[src/rtl/mdu_seq_ctrl.sv]
// EX-stage sequencer for the iterative multiply/divide unit: accepts an M-op,
// counts its fixed latency while stalling the pipe, strobes result valid, aborts on flush.
module mdu_seq_ctrl #(
  parameter int MUL_LAT = 4,
  parameter int DIV_LAT = 33,
  parameter int CNT_W   = 6
) (
  input  logic       clk,
  input  logic       rst_n,
  input  logic       mdu_reqE,
  input  logic [2:0] funct3E,
  input  logic       div_zeroE,
  input  logic       flush_i,
  input  logic       hold_i,
  output logic       mdu_start,
  output logic       mdu_is_div,
  output logic       mdu_abort,
  output logic       stall_mdu,
  output logic       result_validE,
  output logic       busy
);

  localparam logic [1:0] S_IDLE = 2'd0;
  localparam logic [1:0] S_RUN  = 2'd1;
  localparam logic [1:0] S_DONE = 2'd2;

  localparam logic [CNT_W-1:0] MUL_LD = CNT_W'(MUL_LAT - 1);
  localparam logic [CNT_W-1:0] DIV_LD = CNT_W'(DIV_LAT - 1);

  logic [1:0]       state_q, state_d;
  logic [CNT_W-1:0] cnt_q, cnt_d;
  logic             is_div_q, is_div_d;

  always_comb begin
    state_d       = state_q;
    cnt_d         = cnt_q;
    is_div_d      = is_div_q;
    mdu_start     = 1'b0;
    mdu_abort     = 1'b0;
    stall_mdu     = 1'b0;
    result_validE = 1'b0;
    case (state_q)
      S_IDLE: begin
        if (mdu_reqE && !flush_i) begin
          mdu_start = 1'b1;
          stall_mdu = 1'b1;
          is_div_d  = funct3E[2];
          if (funct3E[2] && div_zeroE) begin
            state_d = S_DONE;
            cnt_d   = '0;
          end else begin
            state_d = S_RUN;
            cnt_d   = funct3E[2] ? DIV_LD : MUL_LD;
          end
        end
      end
      S_RUN: begin
        if (flush_i) begin
          mdu_abort = 1'b1;
          state_d   = S_IDLE;
          cnt_d     = '0;
        end else begin
          stall_mdu = 1'b1;
          if (cnt_q == '0) state_d = S_DONE;
          else             cnt_d   = cnt_q - CNT_W'(1);
        end
      end
      S_DONE: begin
        // Hazard logic owns the freeze while hold_i keeps us here.
        if (flush_i) begin
          state_d = S_IDLE;
          cnt_d   = '0;
        end else begin
          result_validE = 1'b1;
          if (!hold_i) state_d = S_IDLE;
        end
      end
      default: begin
        state_d = S_IDLE;
        cnt_d   = '0;
      end
    endcase
    // Combinational strobes must stay low while the block is held in reset.
    if (!rst_n) begin
      mdu_start = 1'b0;
      stall_mdu = 1'b0;
    end
  end

  always_ff @(posedge clk or negedge rst_n) begin
    if (!rst_n) begin
      state_q  <= S_IDLE;
      cnt_q    <= '0;
      is_div_q <= 1'b0;
    end else begin
      state_q  <= state_d;
      cnt_q    <= cnt_d;
      is_div_q <= is_div_d;
    end
  end

  assign mdu_is_div = is_div_q;
  assign busy       = (state_q != S_IDLE);

endmodule

[config.mk]
export PLATFORM = sky130hd
export DESIGN_NAME = mdu_seq_ctrl
export DESIGN_NICKNAME = d
export VERILOG_FILES = /design/src/rtl/mdu_seq_ctrl.sv
export SDC_FILE = /design/constraint.sdc
export NUM_CORES = 1
export LEC_CHECK = 0
export ABC_AREA = 1
export CAP_MARGIN = 20
export CELL_PAD_IN_SITES_DETAIL_PLACEMENT = 1
export CELL_PAD_IN_SITES_GLOBAL_PLACEMENT = 1
export CORE_MARGIN = 10
export CORE_UTILIZATION = 33
export CTS_CLUSTER_DIAMETER = 40
export DETAILED_ROUTE_END_ITERATION = 16
export PLACE_DENSITY = 0.79
export SLEW_MARGIN = 0
export SYNTH_ARGS = -nofsm -noshare
export SYNTH_HDL_FRONTEND = slang
export SYNTH_SLANG_ARGS = --single-unit
[constraint.sdc]
create_clock -name clk -period 1.8 [get_ports clk]
set_input_delay 0.18 -clock clk [delete_from_list [all_inputs] [get_ports clk]]
set_output_delay 0.18 -clock clk [all_outputs]
set_load 0.05 [all_outputs]
==> flow_summary.json, run 1 <==
{
  "hold_violations": 0,
  "fin_hold_ws_ns": 0.225,
  "path_cells": "inv_1 -> nand2_2 -> nor2_2 -> inv_2 -> a21oi_2 -> buf_12",
  "cts_buffers": 3,
  "cts_tree": "built",
  "synth_edf_count": 0,
  "dr.max_layer_used": "met4",
  "grt_pass1_wl_um": 3030,
  "grt_antenna_before_repair": 0,
  "num_vias": 629,
  "clockBufferDepth": 2,
  "required_ns": 1.62,
  "fin_cells": 132,
  "via_per_inst": 4.77,
  "syn_area_per_cell_um2": 7.13,
  "critPathLaunchType": "flop",
  "setup_viol": 0,
  "grt_max_degree": 11,
  "p_sw_uw": 884,
  "yosysWarnings": 0,
  "root_buffer": "clkbuf_4",
  "diodes": 0,
  "ys_async_sr_fraction_pct": 100,
  "wl_per_cell_um": 12.9,
  "timing.fmax_ghz": 0.610,
  "synthTopCellsByCount": "nand2_1, inv_1, nand3_1",
  "coreArea_um2": 1780,
  "design.die.area_um2": 4110,
  "rows": 15,
  "fin_crit_ns": 1.64,
  "yosys.cell_types.count": 19,
  "p_leak_uw": 0.000431,
  "synth_top_family_by_area": "simple AND/OR/NAND/NOR gates",
  "synth_nets": 100,
  "initial_utilization_pct": 36.0,
  "grt-ovfl-total": 0,
  "end_kind": "output port",
  "grt_pass1_vias": 686,
  "period_share_pct": 91.1,
  "worstSkewPairLatency_ns": 0.26,
  "maxCapViolations": 0,
  "syn_inst": 90,
  "area_growth_pct": 35.7,
  "synthAdderAreaFrac_pct": 1.95,
  "clk_pin_slew_ns": 0.07,
  "wl_met2_um": 843,
  "ys_seq_elements": 9,
  "io_buffer_count": 12,
  "ir_worst_vdd_uv": 1220,
  "skew_ns": 0.00226,
  "path_class": "reg -> out",
  "place_area_um2": 841,
  "setup-tns-final_ns": 0,
  "synth-xor-area-share_pct": 0,
  "yosys.area.top_type": "dfrtp_1",
  "synth-simple-area-share_pct": 43.3,
  "cp_slowest_stage_delay_ns": 0.43,
  "switching_share_pct": 54.2,
  "postRouteAntennaNets": 0,
  "yosys-top-cells-area": "dfrtp_1, nand2_1, nand3_1, inv_1, o21ai_2",
  "p_int_uw": 747,
  "die_w_um": 64.1,
  "hpwl_um": 1390,
  "cp_max_fo": 5,
  "max_slew.worst_pin.slew_ns": 0.502,
  "critPathSlowestCell": "dfrtp_1",
  "synth.most_common_cell": "nand2_1",
  "drtIter0Drc": 25,
  "post-route-cell-area_um2": 871,
  "die_h_um": 64.1,
  "arrival_ns": 1.46,
  "rsz0062_at_grt": "no",
  "clock_sinks": 9,
  "status": "completed",
  "finalMaxSlewViolations": 0,
  "postCtsHoldBufs": 0,
  "ys_seq_area_share_pct": 35.1,
  "synth_ff_type": "dfrtp_1",
  "ioPinCount": 15,
  "drtPass1Iterations": 4,
  "place_congestion": 0.823,
  "met3_length_um": 83,
  "drc": 0,
  "routed_wl_um": 1700,
  "dp.cells": 128,
  "yosys.area.top_type_share_pct": 35.1,
  "total_power_uw": 1630,
  "htree_levels": 1,
  "synth-compound-area-share_pct": 10.9,
  "grt_usage_pct": 9.08,
  "drive_gt1_share_pct": 24.3,
  "p_clk_share_pct": 9.8,
  "powerDensity_nw_per_um2": 1870,
  "hp-class": "in -> async",
  "slew_headroom_pct": 66.4,
  "seqPwrFrac_pct": 22.5,
  "combPwrFrac_pct": 67.7,
  "final_nets": 118,
  "drt-met1-wl_um": 764,
  "synth_mux_area_share_pct": 0,
  "synth_area_um2": 642
}
timing repair:
| action | in CTS | in global routing |
|---|---|---|
| setup buffers | 0 | 0 |
| setup endpoints to repair | 1 | 1 |
| resized for setup | 1 | 1 |
| pin swaps | 0 | 0 |
worst max-delay path, delay by kind of cell (launching register included):
kind / cells / cell delay [ns]
simple gates: 2 / 0.24
buf+inv: 3 / 0.34
flops: 1 / 0.43
compound gates: 1 / 0.18
final cells by class:
class | count | area, um2
clock buffers | 3 | 22.5
flip-flops and latches | 9 | 225
clock inverters | 1 | 5.00
fillers | 228 | 912
repair buffers | 13 | 166
well taps | 25 | 31.3
inverters | 15 | 56.3
multi-input cells | 66 | 364
routing by layer:
layer / vias to the layer above / global-route usage, %
met4: 0 / 4.01
li1: 319 / -
met2: 9 / 15.2
met3: 2 / 3.31
met5: - / 0
met1: 299 / 10.1
registers in the layout, summed over array words and instances, names as in the netlist:
| signal | count |
|---|---|
| state_q | 2 |
| mdu_is_div | 1 |
| cnt_q | 6 |
cell usage in the layout, fill, tap and decap left out:
cell	synthesis	final
a21oi_2	0	1
nand2_4	2	2
nand2_8	1	1
o21ai_0	2	2
nor4_1	1	1
o21ai_1	4	4
clkinv_2	0	1
nand2_1	22	22
inv_1	12	12
buf_12	0	4
nor2_1	9	9
dlygate4sd2_1	0	1
buf_4	0	1
nor2_2	1	1
o21ai_2	4	4
ha_1	1	1
nand2_2	4	4
nor2_4	1	1
dfrtp_1	9	9
nand3_1	10	10
clkdlybuf4s50_1	0	7
clkbuf_4	0	3
nand3b_1	1	1
nand4_1	2	2
inv_2	3	3
final timing paths:
| kind | start | endpoint | slack (ns) | cells past startpoint |
|---|---|---|---|---|
| max | state_q[1]$_DFFE_PN0P_ | stall_mdu | 0.16 | 6 |
| min | rst_n | cnt_q[0]$_DFFE_PN0P_ | 0.22 | 2 |
| max reg2reg | cnt_q[0]$_DFFE_PN0P_ | cnt_q[5]$_DFFE_PN0P_ | 0.26 | 7 |
| min reg2reg | mdu_is_div$_DFFE_PN0N_ | mdu_is_div$_DFFE_PN0N_ | 0.50 | 2 |
| max in group asynchronous | rst_n | cnt_q[4]$_DFFE_PN0P_ | 1.44 | 2 |
| min in group clk | mdu_is_div$_DFFE_PN0N_ | mdu_is_div$_DFFE_PN0N_ | 0.50 | 2 |
power groups by stage:
stage / combinational (uW) / sequential, uW / clock, uW
CTS: 1120 / 368 / 166
finish: 1100 / 367 / 160
global placement: 1090 / 363 / 0
detailed placement: 1120 / 372 / 0
floorplan: 800 / 386 / 0
global route: 1220 / 381 / 177
logic make-up after synthesis:
group | after synthesis
compound gates | 11
fa+ha+maj | 1
buf+inv | 15
flops | 9
simple gates | 54
per-stage QoR:
| stage | utilization [%] | setup slack (ns) |
|---|---|---|
| 6_report | 48.8 | 0.161 |
| 5_1_grt | 48.8 | 0.0477 |
| 4_1_cts | 48.6 | 0.0668 |
| 3_5_place_dp | 47.2 | 0.207 |
| 3_3_place_gp | 47.2 | 0.233 |
| 2_1_floorplan | - | 0.101 |
(Power assumes the default switching activity.)
==> run 2, diff against run 1 <==
--- a/config.mk
+++ b/config.mk
@@ -9,7 +9,6 @@
 export CAP_MARGIN = 20
 export CELL_PAD_IN_SITES_DETAIL_PLACEMENT = 1
 export CELL_PAD_IN_SITES_GLOBAL_PLACEMENT = 1
-export CORE_MARGIN = 10
 export CORE_UTILIZATION = 33
 export CTS_CLUSTER_DIAMETER = 40
 export DETAILED_ROUTE_END_ITERATION = 16
==> run 2 against run 1 <==
Against the previous run: die area decreased by 48%; clock-buffer cell count up 1; utilization shrank 0.070 points; global-route usage rose by 11 points; hold slack better by 0.0035 ns; register-to-register slack worse by 0.02 ns; clock power grew 2%; sequential cell count unchanged; critical endpoint unchanged.
==> flow_summary.json, run 2 (synthesized netlist as in run 1, its figures left out) <==
{
  "status": "completed",
  "postRouteAntennaNets": 0,
  "period_share_pct": 92.3,
  "clock_sinks": 9,
  "cts_tree": "built",
  "num_vias": 627,
  "drtIter0Drc": 2,
  "required_ns": 1.62,
  "p_leak_uw": 0.000429,
  "end_kind": "output port",
  "routed_wl_um": 1630,
  "grt_antenna_before_repair": 0,
  "hold_violations": 0,
  "drive_gt1_share_pct": 23.4,
  "clk_pin_slew_ns": 0.06,
  "die_h_um": 46.1,
  "grt_pass1_wl_um": 2840,
  "ff2ff_path_depth": 7,
  "path_class": "reg -> out",
  "design.die.area_um2": 2130,
  "drtPass1Iterations": 2,
  "die_w_um": 46.1,
  "cts_buffers": 3,
  "worstSkewPairLatency_ns": 0.27,
  "setup-tns-final_ns": 0,
  "rrSetupSlack_ns": 0.24,
  "powerDensity_nw_per_um2": 1880,
  "place_congestion": 0.756,
  "dpl_worst_slack_ns": 0.215,
  "fin_hold_ws_ns": 0.228,
  "hpwl_um": 1300,
  "io_buffer_count": 12,
  "setup_viol": 0,
  "rows": 15,
  "postCtsSetupBuffers": 0,
  "rsz0062_at_grt": "no",
  "slew_headroom_pct": 67.2,
  "rr_startpoint": "cnt_q[0]$_DFFE_PN0P_",
  "fin_crit_ns": 1.66,
  "coreArea_um2": 1780,
  "hp-class": "in -> async",
  "diodes": 0,
  "layout_common_cells": "nand2_1, inv_1, nand3_1",
  "fin_cells": 132,
  "final_nets": 118,
  "grt_usage_pct": 20.0,
  "grt-ovfl-total": 0,
  "grt_max_degree": 11,
  "critPathLaunchType": "flop",
  "ioPinCount": 15,
  "cp_max_fo": 5,
  "finalMaxSlewViolations": 0,
  "top_register": "cnt_q",
  "arrival_ns": 1.48,
  "area_growth_pct": 35.5,
  "r2r_end": "cnt_q[5]$_DFFE_PN0P_",
  "timing.fmax_ghz": 0.602,
  "wl_per_cell_um": 12.4,
  "clockBufferDepth": 2,
  "maxCapViolations": 0,
  "grt_pass1_vias": 629,
  "setup_ws_ns": 0.138,
  "skew_ns": 0.00224,
  "via_per_inst": 4.75,
  "initial_utilization_pct": 36.0,
  "drc": 0,
  "final_common_cell": "nand2_1",
  "dp.cells": 128,
  "cp-startpoint": "state_q[1]$_DFFE_PN0P_",
  "fillers": 234,
  "ir_worst_vdd_uv": 1050,
  "max_slew.worst_pin.slew_ns": 0.491,
  "htree_levels": 1,
  "root_buffer": "clkbuf_4",
  "largest_reg_flops": 6
}
## run 2: cell types whose count changed in the layout (fill, tap and decap cells not counted), sizes merged
cell | previous run | this run
clkbuf | 3 | 4
clkinv | 1 | 0
## run 2: final cells by class
| class | instances | area [um2] | area share [%] |
|---|---|---|---|
| Clock buffer | 4 | 26.3 | 3.02 |
| Inverter | 15 | 56.3 | 6.47 |
| Multi-Input combinational cell | 66 | 364 | 41.9 |
| Sequential cell | 9 | 225 | 25.9 |
| Tap cell | 25 | 31.3 | 3.60 |
| Timing Repair Buffer | 13 | 166 | 19.1 |
## run 2: critical path: stages (launching register included)
cell	delay, ns
dfrtp_1	0.42
inv_1	0.08
nand2_2	0.09
nor2_2	0.18
inv_2	0.11
a21oi_2	0.18
buf_12	0.16
## run 2: repair_timing
action | in CTS | in global routing
gates resized for setup | 1 | 1
gates cloned | 0 | 0
hold buffers | 0 | 0
endpoints found under the setup margin | 1 | 1
## run 2: worst max path at each step
stage / end
global route: stall_mdu
finish: stall_mdu
CTS: stall_mdu
global placement: stall_mdu
detailed placement: stall_mdu
floorplan: stall_mdu
## run 2: per-layer routing
metal | vias up | track usage (%) | share of wire, %
met5 | - | 0 | 0
met4 | 0 | 12.4 | 2.5
met3 | 4 | 5.88 | 3.4
met2 | 9 | 30.4 | 47
met1 | 294 | 24.6 | 47
li1 | 320 | - | -
## run 2: where the power goes
group | internal (uW) | total, uW | leakage, uW | switching (uW)
registers | 288 | 368 | 0.000118 | 80.1
clock network | 85.9 | 164 | 0.0000150 | 78.3
logic | 377 | 1100 | 0.000296 | 725
total | 751 | 1630 | 0.000429 | 884
## run 2: metrics by stage
stage / instance area [um2] / total power [uW] / util (%)
floorplan: 642 / 1190 / -
global placement: 841 / 1440 / 47.2
detailed placement: 841 / 1490 / 47.2
CTS: 866 / 1650 / 48.6
global route: 870 / 1780 / 48.8
finish: 870 / 1630 / 48.8
==> run 3, diff against run 2 <==
--- a/config.mk
+++ b/config.mk
@@ -13,7 +13,6 @@
 export CTS_CLUSTER_DIAMETER = 40
 export DETAILED_ROUTE_END_ITERATION = 16
 export PLACE_DENSITY = 0.79
-export SLEW_MARGIN = 0
 export SYNTH_ARGS = -nofsm -noshare
 export SYNTH_HDL_FRONTEND = slang
 export SYNTH_SLANG_ARGS = --single-unit
==> results of run 3 <==
No change in the layout: final DEF, timing and power equal those of run 2.
==> edit, RTL diff (settings of run 2) <==
Set the parameter `CNT_W` to 3 (it was 6).
--- a/src/rtl/mdu_seq_ctrl.sv
+++ b/src/rtl/mdu_seq_ctrl.sv
@@ -3,7 +3,7 @@
 module mdu_seq_ctrl #(
   parameter int MUL_LAT = 4,
   parameter int DIV_LAT = 33,
-  parameter int CNT_W   = 6
+  parameter int CNT_W   = 3
 ) (
   input  logic       clk,
   input  logic       rst_n,
Check against the original RTL: not equivalent (a bounded check fails within 4 cycles, from zero or initial values and one cycle with rst_n low).
==> edit against run 2 <==
- register-to-register slack improved by 200 ps
- synthesized area fell by 34%
- critical endpoint unchanged
- power fell by 37%
- worst setup slack improved by 18 ps
- critical path type unchanged
- sequential cell count fell by 3
- largest cell class unchanged
- first-iteration DRC count rose to 2.5 times the old value
- die area fell by 33%
- final area fell by 27%
- routed wire length fell by 26%
==> edit: results (changes against run 2) <==
| Metric | Value |
|---|---|
| Post-synthesis sequential area ratio | 35.4% (+0.31 points) |
| Distinct cells, synth | 15 (-4) |
| First-pass GRT wire length | 2.01 mm (-29%) |
| Final Wtd Congestion | 0.724 (-4.1%) |
| Worst VDD drop | 0.823 mV (-21%) |
| Worst slew margin | 67.1% (about the same) |
| Layout Cells excl Fill | 97 (-27%) |
| Initial DRC Count | 5 (+3) |
| Critical path arrival | 1460 ps (-20 ps) |
| Avg Cell Area, Syn | 6.43 um^2 (-9.9%) |
| Largest net degree at the start of global routing | 10 (-1) |
| Share of cells above drive strength 1 | 20.5% (-2.9 points) |
| Outcome | complete, no violations |
| Synth area leaders | dfrtp_1 35%, nand2_1 22%, inv_1 8.0% |
| WL/cell | 12.5 um (+1.2%) |
| Placed Cells | 94 (-27%) |
| Total track usage | 21.4% (+1.4 points) |
| Clock Skew | 4.00 ps (+1.77 ps) |
| Most frequent cells after synthesis | 25 x nand2_1, 9 x inv_1, 8 x nor2_1, 6 x dfrtp_1, 4 x nand3_1 |
| Synth Net Count | 77 (-23%) |
| Post-synth ARST share | 100% (unchanged) |
| First-pass iteration count of the detailed router | 3 (+1) |
| Post-DP HPWL | 950 um (-27%) |
| PostCTS Resize Cnt | 0 (-1) |
| Largest register FFs | 3 (-3) |
| NumNets Final | 96 (-19%) |
edit: where the power goes:
part	switching [mW]	total, mW	internal [mW]
Sequential	0.0476	0.238	0.191
Combinational	0.414	0.659	0.245
Clock	0.0597	0.136	0.0762
Total	0.522	1.03	0.511
edit: area by class of cell:
type / count / area, um^2
repair buffers: 14 / 173
fillers: 154 / 519
flip-flops and latches: 6 / 150
clock buffers: 3 / 22.5
well taps: 14 / 17.5
inverters: 11 / 41.3
multi-input cells: 49 / 233
edit: metrics by stage:
step	instance area, um^2	power [mW]
floorplan	424	0.658
CTS	637	1.04
global route	637	1.11
global placement	614	0.879
detailed placement	614	0.900
finish	637	1.03
edit: worst paths after layout:
check	depth (start not counted)	slack, ps	start	to
setup / recovery	4	160	state_q[1]	stall_mdu
hold / removal	2	270	rst_n	cnt_q[2]
setup reg to reg	9	440	cnt_q[0]	cnt_q[0]
hold reg to reg	2	480	cnt_q[1]	cnt_q[1]
max in group asynchronous	2	1410	rst_n	state_q[0]
min in group clk	2	480	cnt_q[1]	cnt_q[1]
edit: metal layers:
metal,part of all wire (%),global-route usage (%)
met4,2.4,13.4
met3,3.0,5.95
met1,42,21.4
met5,0,0
met2,53,38.4
edit: logic make-up (layout without fill, tap and decap cells):
family,count (synthesis),after routing,synth area share [%]
fa+ha+maj,2,2,5.90
buf+inv,11,28,9.73
simple gates,42,42,42.2
compound gates,5,5,6.78
flops,6,6,35.4
edit: worst max-delay path, stage by stage (launching register included):
cell and delay [ps]:
dfrtp_1 430, nor2_2 230, nand2_1 110, a21oi_1 260, buf_12 170
